==> src/rtl/mux2_stream_arbiter_pkg.sv <==
// Shared state encodings and reset constants for the two-source packet arbiter.
package mux2_stream_arbiter_pkg;

   typedef enum logic [1:0] {
      IDLE   = 2'd0,
      GRANT0 = 2'd1,
      GRANT1 = 2'd2
   } arb_state_t;

   // Pointer names the last granted source; resetting to 1 lets source 0 win the first tie.
   localparam logic PTR_RESET = 1'b1;

   function automatic arb_state_t grant_state(input logic idx);
      return idx ? GRANT1 : GRANT0;
   endfunction

endpackage

==> src/rtl/mux2_stream_arbiter_if.sv <==
// Bundle of the two source streams, the output stream and the grant status lines.
interface mux2_stream_arbiter_if #(
   parameter int WIDTH = 8
);
   logic [WIDTH-1:0] d0;
   logic             d0_valid;
   logic             d0_last;
   logic             d0_ready;
   logic [WIDTH-1:0] d1;
   logic             d1_valid;
   logic             d1_last;
   logic             d1_ready;
   logic [WIDTH-1:0] out;
   logic             out_valid;
   logic             out_last;
   logic             out_ready;
   logic             sel;
   logic             busy;

   // Environment side: drives both sources and the sink ready.
   modport master (
      output d0, d0_valid, d0_last, d1, d1_valid, d1_last, out_ready,
      input  d0_ready, d1_ready, out, out_valid, out_last, sel, busy
   );

   // Arbiter side.
   modport slave (
      input  d0, d0_valid, d0_last, d1, d1_valid, d1_last, out_ready,
      output d0_ready, d1_ready, out, out_valid, out_last, sel, busy
   );
endinterface

==> src/rtl/mux2_stream_arbiter_rr_pick.sv <==
// Combinational round-robin choice between two requesters given the last-granted pointer.
module mux2_rr_pick (
   input  logic [1:0] req,
   input  logic       pointer,
   output logic       grant,
   output logic       grant_valid
);
   always_comb begin
      grant_valid = |req;
      grant       = 1'b0;
      case (req)
         2'b01:   grant = 1'b0;
         2'b10:   grant = 1'b1;
         2'b11:   grant = ~pointer;
         default: grant = 1'b0;
      endcase
   end
endmodule

==> src/rtl/mux2_stream_arbiter.sv <==
// Packet-locked round-robin arbiter feeding a registered valid/ready output stage.
module mux2_stream_arbiter
   import mux2_stream_arbiter_pkg::*;
#(
   parameter int WIDTH = 8
) (
   input  logic                   clk,
   input  logic                   rst,
   mux2_stream_arbiter_if.slave   bus
);

   arb_state_t       state_reg, state_next;
   logic             ptr_reg, ptr_next;
   logic             sel_reg, sel_next;
   logic [WIDTH-1:0] out_reg;
   logic             out_valid_reg;
   logic             out_last_reg;

   logic             grant;
   logic             grant_valid;
   logic             slot_free;
   logic             ready0, ready1;
   logic             accept;
   logic [WIDTH-1:0] acc_data;
   logic             acc_last;

   mux2_rr_pick u_pick (
      .req         ({bus.d1_valid, bus.d0_valid}),
      .pointer     (ptr_reg),
      .grant       (grant),
      .grant_valid (grant_valid)
   );

   // Output slot can take a beat when empty or being drained this cycle.
   assign slot_free = !out_valid_reg || bus.out_ready;

   always_comb begin
      state_next = state_reg;
      ptr_next   = ptr_reg;
      sel_next   = sel_reg;
      ready0     = 1'b0;
      ready1     = 1'b0;
      accept     = 1'b0;
      acc_data   = '0;
      acc_last   = 1'b0;
      case (state_reg)
         IDLE: begin
            if (grant_valid) begin
               state_next = grant_state(grant);
               ptr_next   = grant;
               sel_next   = grant;
            end
         end
         GRANT0: begin
            ready0 = slot_free;
            if (bus.d0_valid && slot_free) begin
               accept   = 1'b1;
               acc_data = bus.d0;
               acc_last = bus.d0_last;
               if (bus.d0_last) state_next = IDLE;
            end
         end
         GRANT1: begin
            ready1 = slot_free;
            if (bus.d1_valid && slot_free) begin
               accept   = 1'b1;
               acc_data = bus.d1;
               acc_last = bus.d1_last;
               if (bus.d1_last) state_next = IDLE;
            end
         end
         default: state_next = IDLE;
      endcase
   end

   always_ff @(posedge clk) begin
      if (rst) begin
         state_reg <= IDLE;
         ptr_reg   <= PTR_RESET;
         sel_reg   <= 1'b0;
      end else begin
         state_reg <= state_next;
         ptr_reg   <= ptr_next;
         sel_reg   <= sel_next;
      end
   end

   // out/out_last keep their last value after a drain; only out_valid falls.
   always_ff @(posedge clk) begin
      if (rst) begin
         out_reg       <= '0;
         out_valid_reg <= 1'b0;
         out_last_reg  <= 1'b0;
      end else if (accept) begin
         out_reg       <= acc_data;
         out_valid_reg <= 1'b1;
         out_last_reg  <= acc_last;
      end else if (out_valid_reg && bus.out_ready) begin
         out_valid_reg <= 1'b0;
      end
   end

   assign bus.d0_ready  = ready0;
   assign bus.d1_ready  = ready1;
   assign bus.out       = out_reg;
   assign bus.out_valid = out_valid_reg;
   assign bus.out_last  = out_last_reg;
   assign bus.sel       = sel_reg;
   assign bus.busy      = (state_reg != IDLE);

endmodule

==> src/flat_wrapper.sv <==
// flat-port wrapper written by rule: the top's interface ports become plain ports
module mux2_stream_arbiter_flat import mux2_stream_arbiter_pkg::*;
#(
   parameter int WIDTH = 8
)
  (clk, rst, bus_d0, bus_d0_valid, bus_d0_last, bus_d1, bus_d1_valid, bus_d1_last, bus_out_ready, bus_d0_ready, bus_d1_ready, bus_out, bus_out_valid, bus_out_last, bus_sel, bus_busy);
  mux2_stream_arbiter_if #(.WIDTH(WIDTH)) bus_i ();
  input  logic clk;
  input  logic rst;
  input wire logic [$bits(bus_i.d0)-1:0] bus_d0;
  input wire logic [$bits(bus_i.d0_valid)-1:0] bus_d0_valid;
  input wire logic [$bits(bus_i.d0_last)-1:0] bus_d0_last;
  input wire logic [$bits(bus_i.d1)-1:0] bus_d1;
  input wire logic [$bits(bus_i.d1_valid)-1:0] bus_d1_valid;
  input wire logic [$bits(bus_i.d1_last)-1:0] bus_d1_last;
  input wire logic [$bits(bus_i.out_ready)-1:0] bus_out_ready;
  output wire logic [$bits(bus_i.d0_ready)-1:0] bus_d0_ready;
  output wire logic [$bits(bus_i.d1_ready)-1:0] bus_d1_ready;
  output wire logic [$bits(bus_i.out)-1:0] bus_out;
  output wire logic [$bits(bus_i.out_valid)-1:0] bus_out_valid;
  output wire logic [$bits(bus_i.out_last)-1:0] bus_out_last;
  output wire logic [$bits(bus_i.sel)-1:0] bus_sel;
  output wire logic [$bits(bus_i.busy)-1:0] bus_busy;
  assign bus_i.d0 = bus_d0;
  assign bus_i.d0_valid = bus_d0_valid;
  assign bus_i.d0_last = bus_d0_last;
  assign bus_i.d1 = bus_d1;
  assign bus_i.d1_valid = bus_d1_valid;
  assign bus_i.d1_last = bus_d1_last;
  assign bus_i.out_ready = bus_out_ready;
  assign bus_d0_ready = bus_i.d0_ready;
  assign bus_d1_ready = bus_i.d1_ready;
  assign bus_out = bus_i.out;
  assign bus_out_valid = bus_i.out_valid;
  assign bus_out_last = bus_i.out_last;
  assign bus_sel = bus_i.sel;
  assign bus_busy = bus_i.busy;
  mux2_stream_arbiter #(.WIDTH(WIDTH)) u_core (.clk(clk), .rst(rst), .bus(bus_i));
endmodule
==> config.mk <==
export PLATFORM = sky130hd
export DESIGN_NAME = mux2_stream_arbiter_flat
export DESIGN_NICKNAME = d
export VERILOG_FILES = /design/src/rtl/mux2_stream_arbiter_pkg.sv /design/src/rtl/mux2_stream_arbiter_if.sv /design/src/rtl/mux2_stream_arbiter_rr_pick.sv /design/src/rtl/mux2_stream_arbiter.sv /design/src/flat_wrapper.sv
export SDC_FILE = /design/constraint.sdc
export NUM_CORES = 1
export LEC_CHECK = 0
export BUFFER_PORTS_ARGS = -buffer_cell sky130_fd_sc_hd__clkbuf_2
export CAP_MARGIN = 20
export CORE_MARGIN = 4
export CORE_UTILIZATION = 44
export DETAILED_ROUTE_END_ITERATION = 6
export GPL_TIMING_DRIVEN = 1
export PLACE_DENSITY_LB_ADDON = 0.25
export SYNTH_ARGS = -nofsm -noshare
export SYNTH_HDL_FRONTEND = slang
export SYNTH_SLANG_ARGS = --single-unit
==> constraint.sdc <==
create_clock -name clk -period 2.2 [get_ports clk]
set_clock_uncertainty 0.2 [all_clocks]
set_input_delay 0.44 -clock clk [delete_from_list [all_inputs] [get_ports clk]]
set_output_delay 0.44 -clock clk [all_outputs]
set_load 0.05 [all_outputs]
# Yosys cells after proc, flatten, opt, wreduce, memory -nomap -nowiden
# Cells that the tools add are included.
# classes
n_eq_ne,9
n_mux,21
bitwise,1
n_reduce_logical,11
# ops
operator,n
2-to-1 mux 8 bit,2
one-hot mux 8 bit (2 select lines),1
2-to-1 mux 2 bit,6
2-to-1 mux 1 bit,8
"equality test 2 bit, second input constant",3
"!= test 2 x 1 -> 1 bit, second input constant",3
one-hot mux 1 bit (2 select lines),3
one-hot mux 2 bit (3 select lines),1
AND reduction 5 bit,1
"!= test 2 bit, second input constant",2
nonzero test 2 bit,2
logical AND 1 bit,3
"equality test 2 x 1 -> 1 bit, second input constant",1
zero test 2 bit,1
AND reduction 2 bit,1
OR reduction 2 bit,1
zero test 1 bit,1
logical OR 1 bit,1
inverter 1 bit,1
# totals
register_bits,14
word_cells,48

# Longest topological paths before layout
# depth
word_depth,6
depth_mapped,8
ltp_nobuf,6

# Cells and area by module
# Synthesis repeated with hierarchy kept, for this count alone.
# unflattened
cells_unflattened,82
hier_area_um2,748.2
# modules_own_cells
module,instances,cells_each,area_each_um2,seq_area_each_um2
mux2_stream_arbiter,1,80,734.5,280.3
mux2_rr_pick,1,2,13.8,0.0

# Worst setup path after synthesis
# No wires, ideal clock.
# synth_path
path_type,reg-to-reg
from,"reg u_core.out_valid_reg, in the netlist u_core.bus.out_valid"
to,"reg u_core.out_reg[0], in the netlist u_core.bus.out[0]"
setup_ns,0.081
arrival_ns,1.823
setup_slack_ns,0.096
stages_incl_launch_ff,5
n_path_buf,0
path_cell_list,dfxtp_1 nor2b_1 nor2_1 a32oi_1 a211oi_2
# synth_between
elab_chain_cells,5
word_cells_on_any_way,10
# synth_lines
element,line_no,rtl
"start, declared",mux2_stream_arbiter.sv:16,logic out_valid_reg;
"start signal, assigned",mux2_stream_arbiter.sv:92,out_valid_reg <= 1'b0;
"start signal, assigned",mux2_stream_arbiter.sv:96,out_valid_reg <= 1'b1;
"start signal, assigned",mux2_stream_arbiter.sv:99,out_valid_reg <= 1'b0;
zero test 1 bit (*),mux2_stream_arbiter.sv:35,assign slot_free = !out_valid_reg || bus.out_ready;
logical OR 1 bit (*),mux2_stream_arbiter.sv:35,
logical AND 1 bit (on tied branches),"mux2_stream_arbiter.sv:65, mux2_stream_arbiter.sv:56",
"2-to-1 mux 8 bit, or another cell as far along",mux2_stream_arbiter.sv:65,if (bus.d1_valid && slot_free) begin
one-hot mux 8 bit (2 select lines) or one-hot mux 1 bit (2 select lines) (tied branches),mux2_stream_arbiter.sv:46,case (state_reg)
"end signal, assigned",mux2_stream_arbiter.sv:95,out_reg <= acc_data;
"end, declared",mux2_stream_arbiter.sv:15,logic [WIDTH-1:0] out_reg;
# Mark *: on every way between the ends. The rest lies on a longest branch, timed or not.
# A chain may end at the register's enable or synchronous reset.

# Final worst setup path
# layout_path
from,reg u_core.state_reg[1]
to,out bus_d0_ready
# layout_between
elab_chain_cells,2
# layout_lines
element,line_no,rtl
"start, declared",mux2_stream_arbiter.sv:12,"arb_state_t state_reg, state_next;"
"start signal, assigned",mux2_stream_arbiter.sv:82,state_reg <= state_next;
equality test 2 x 1 -> 1 bit,mux2_stream_arbiter.sv:46,
2-to-1 mux 1 bit,mux2_stream_arbiter.sv:46,
"end, declared",flat_wrapper.sv:17,output wire logic [$bits(bus_i.d0_ready)-1:0] bus_d0_ready;
# Every way passes these cells.

==> metrics.yaml <==
fmax_mhz: 483
antenna_found_initial: 0
largest_reg_flops: 8
area_growth_syn_to_layout_pct: 25.4
rr_startpoint: "u_core.state_reg[1]$_SDFFE_PP0P_"
place_congestion: 0.810
fin_nets: 145
cts_hold_buf: 0
grt_first_pass_wirelength_um: 3060
finalSetupTns_ns: 0
slew_violations: 0
syn_inst: 83
root_buffer: "clkbuf_4"
grt_max_degree: 19
max_cap_violations: 0
ir_drop_v: 0.000422
yosysTopAreaCellShare_pct: 36.7
ys_async_sr_fraction_pct: 0
hold_class: "in2reg"
antennaDiodeCount: 0
syn_nets: 109
cts_tree: "done"
synth.avg_cell_area_um2: 9.21
synth_seq_cells: 14
fin_crit_sh_pct: 94.1
relSlewSlack_pct: 71.9
min_path_cells: 4
ctsResizeCount: 0
setup_viol: 0
yosysMostFrequentCell: "nor2_1"
vias: 722
synth_cell_types: 24
critPathSlowestCell: "dfxtp_1"
cts.sinks: 14
ys.warnings.count: 0
power_density_nw_per_um2: 748
cts_setup_buffers: 0
ys_top_cells_by_count: "nor2_1 (15), dfxtp_1 (14), a211oi_2 (9)"
path_clk_slew_ns: 0.09
crit_buf_inv: 3
reg2reg_setup_slack_ns: 0.39
path_cells: "inv_1 -> ha_1 -> inv_1 -> nor2_1 -> clkbuf_2"
synth-edff-count: 0
grt_pass1_vias: 724
ys_seq_area_share_pct: 36.7
regToRegEndpoint: "u_core.bus.out[3]$_SDFFE_PP0P_"
final-hold-violation-count: 0
hp-start: "bus_out_ready"
tightest_slew_ns: 0.421
required_ns: 1.56
rows: 14
clk_latency_ns: 0.28
fin_util_pct: 60.8
synth_top_cell_by_area: "dfxtp_1"
worst_setup_path_end_kind: "output pin"
die_y_um: 49.7
rsz0062_at_grt: "false"
die_w_um: 49.7
synthFlopType: "dfxtp_1"
max_stage_delay_ns: 0.32
routed_via_density: 5.39
critPathKind: "reg2out"
cpLargestDelayFamily: "buffers and inverters"
first_pass_iters: 4
place_hpwl_um: 1430
initial_core_util_pct: 48.5
status: "finished, final reports clean"
cp-start-kind: "flip-flop"
min_period_ns: 2.07
remaining_drc_errors: 0
grt_overflow: 0
design_area_um2: 958
p_leak_nw: 0.419
drt-initial-drc-count: 17
syn_area_um2: 764
drive_above_1_share_pct: 44.9
hold_path_end: "u_core.bus.out_valid$_SDFFE_PP0P_"
cts_made_buffers: 3
coreArea_um2: 1580
wl_um: 1820
grt_use_total_pct: 15.9
clk_path_buf_depth: 2
placed_cell_area_um2: 921
crit_top_cell: "inv_1"
crit_arrival_ns: 1.43
fillCellCount: 149
r2r.worst_path.cells: 6
cts_max_level: 1
io_pins: 37
setup_ws_ns: 0.131
die_area_um2: 2470
antenna_left: 0
synth_area_leaders: "dfxtp_1 (37%), a211oi_2 (15%), nor2_1 (7.4%)"
wire_per_inst_um: 13.6
port_buffers: 36
cp_max_fo: 3
dp_slack_ns: 0.147
==> placed cells by master, fill, tap and decap left out, types with 3 or more instances in the layout <==
master and n:
nor2b_1 3, a21oi_1 3, a22oi_1 7, ha_1 3, inv_1 5, a211oi_2 9
nor3_1 3, dfxtp_1 14, clkbuf_4 3, nor2_1 15, clkbuf_2 36
==> metal layers <==
layer | part of all wire [%] | vias to the layer above | GRT usage (%) | wire length, µm
met2 | 46 | 26 | 25.8 | 838
met5 | 0 | - | 0 | 0
met4 | 0.50 | 0 | 4.61 | 9
li1 | - | 370 | - | -
met3 | 7.6 | 2 | 6.63 | 138
met1 | 46 | 324 | 19.1 | 831
==> tightest hold or removal path: stages <==
cell      delay [ns]
clkbuf_2        0.09
nor2b_1         0.07
a21oi_1         0.12
nor2_1          0.04
==> area by class of cell <==
| class | count | area [µm²] | share of cell area, % |
|---|---|---|---|
| multi-input cells | 59 | 423 | 44.1 |
| flip-flops and latches | 14 | 280 | 29.2 |
| repair buffers | 36 | 180 | 18.8 |
| clock buffers | 4 | 36.3 | 3.79 |
| well taps | 16 | 20.0 | 2.09 |
| inverters | 5 | 18.8 | 1.96 |
==> power breakdown <==
group,internal [mW],leakage [nW],switching (mW)
Sequential,0.274,0.114,0.0122
Combinational,0.0772,0.285,0.166
Clock,0.101,0.0210,0.0859
Total,0.452,0.419,0.264
==> per-stage QoR <==
step                      power [mW]  std cells  hold WS [ns]
final                          0.716        134         0.311
after global routing           0.761        134         0.334
after CTS                      0.726        134         0.293
after detailed placement       0.537        130         0.288
after global placement         0.532        130         0.279
after floorplan                0.479         83         0.272
==> cell families (layout without fill, tap and decap cells) <==
family	after synthesis	after routing	synth area share (%)
flops	14	14	36.7
buf+inv	10	45	8.18
simple gates	29	29	17.8
compound gates	26	26	30.9
fa+ha+maj	3	3	4.91
mux	1	1	1.47
==> how the worst max path moves through the flow <==
stage | from | endpoint | slack [ns] | depth (start not counted)
after detailed placement | u_core.state_reg[1]$_SDFFE_PP0P_ | u_core.bus.out[6]$_SDFFE_PP0P_ | 0.15 | 6
final | u_core.state_reg[1]$_SDFFE_PP0P_ | bus_d0_ready | 0.13 | 5
after global routing | u_core.state_reg[1]$_SDFFE_PP0P_ | bus_d0_ready | 0.01 | 5
after global placement | bus_d0_valid | u_core.bus.out[0]$_SDFFE_PP0P_ | 0.21 | 5
after CTS | u_core.state_reg[1]$_SDFFE_PP0P_ | bus_d0_ready | 0.11 | 5
after floorplan | u_core.bus.out_valid$_SDFFE_PP0P_ | u_core.bus.out[0]$_SDFFE_PP0P_ | 0.1 | 4
No activity file was read; power rests on OpenSTA's default activity.
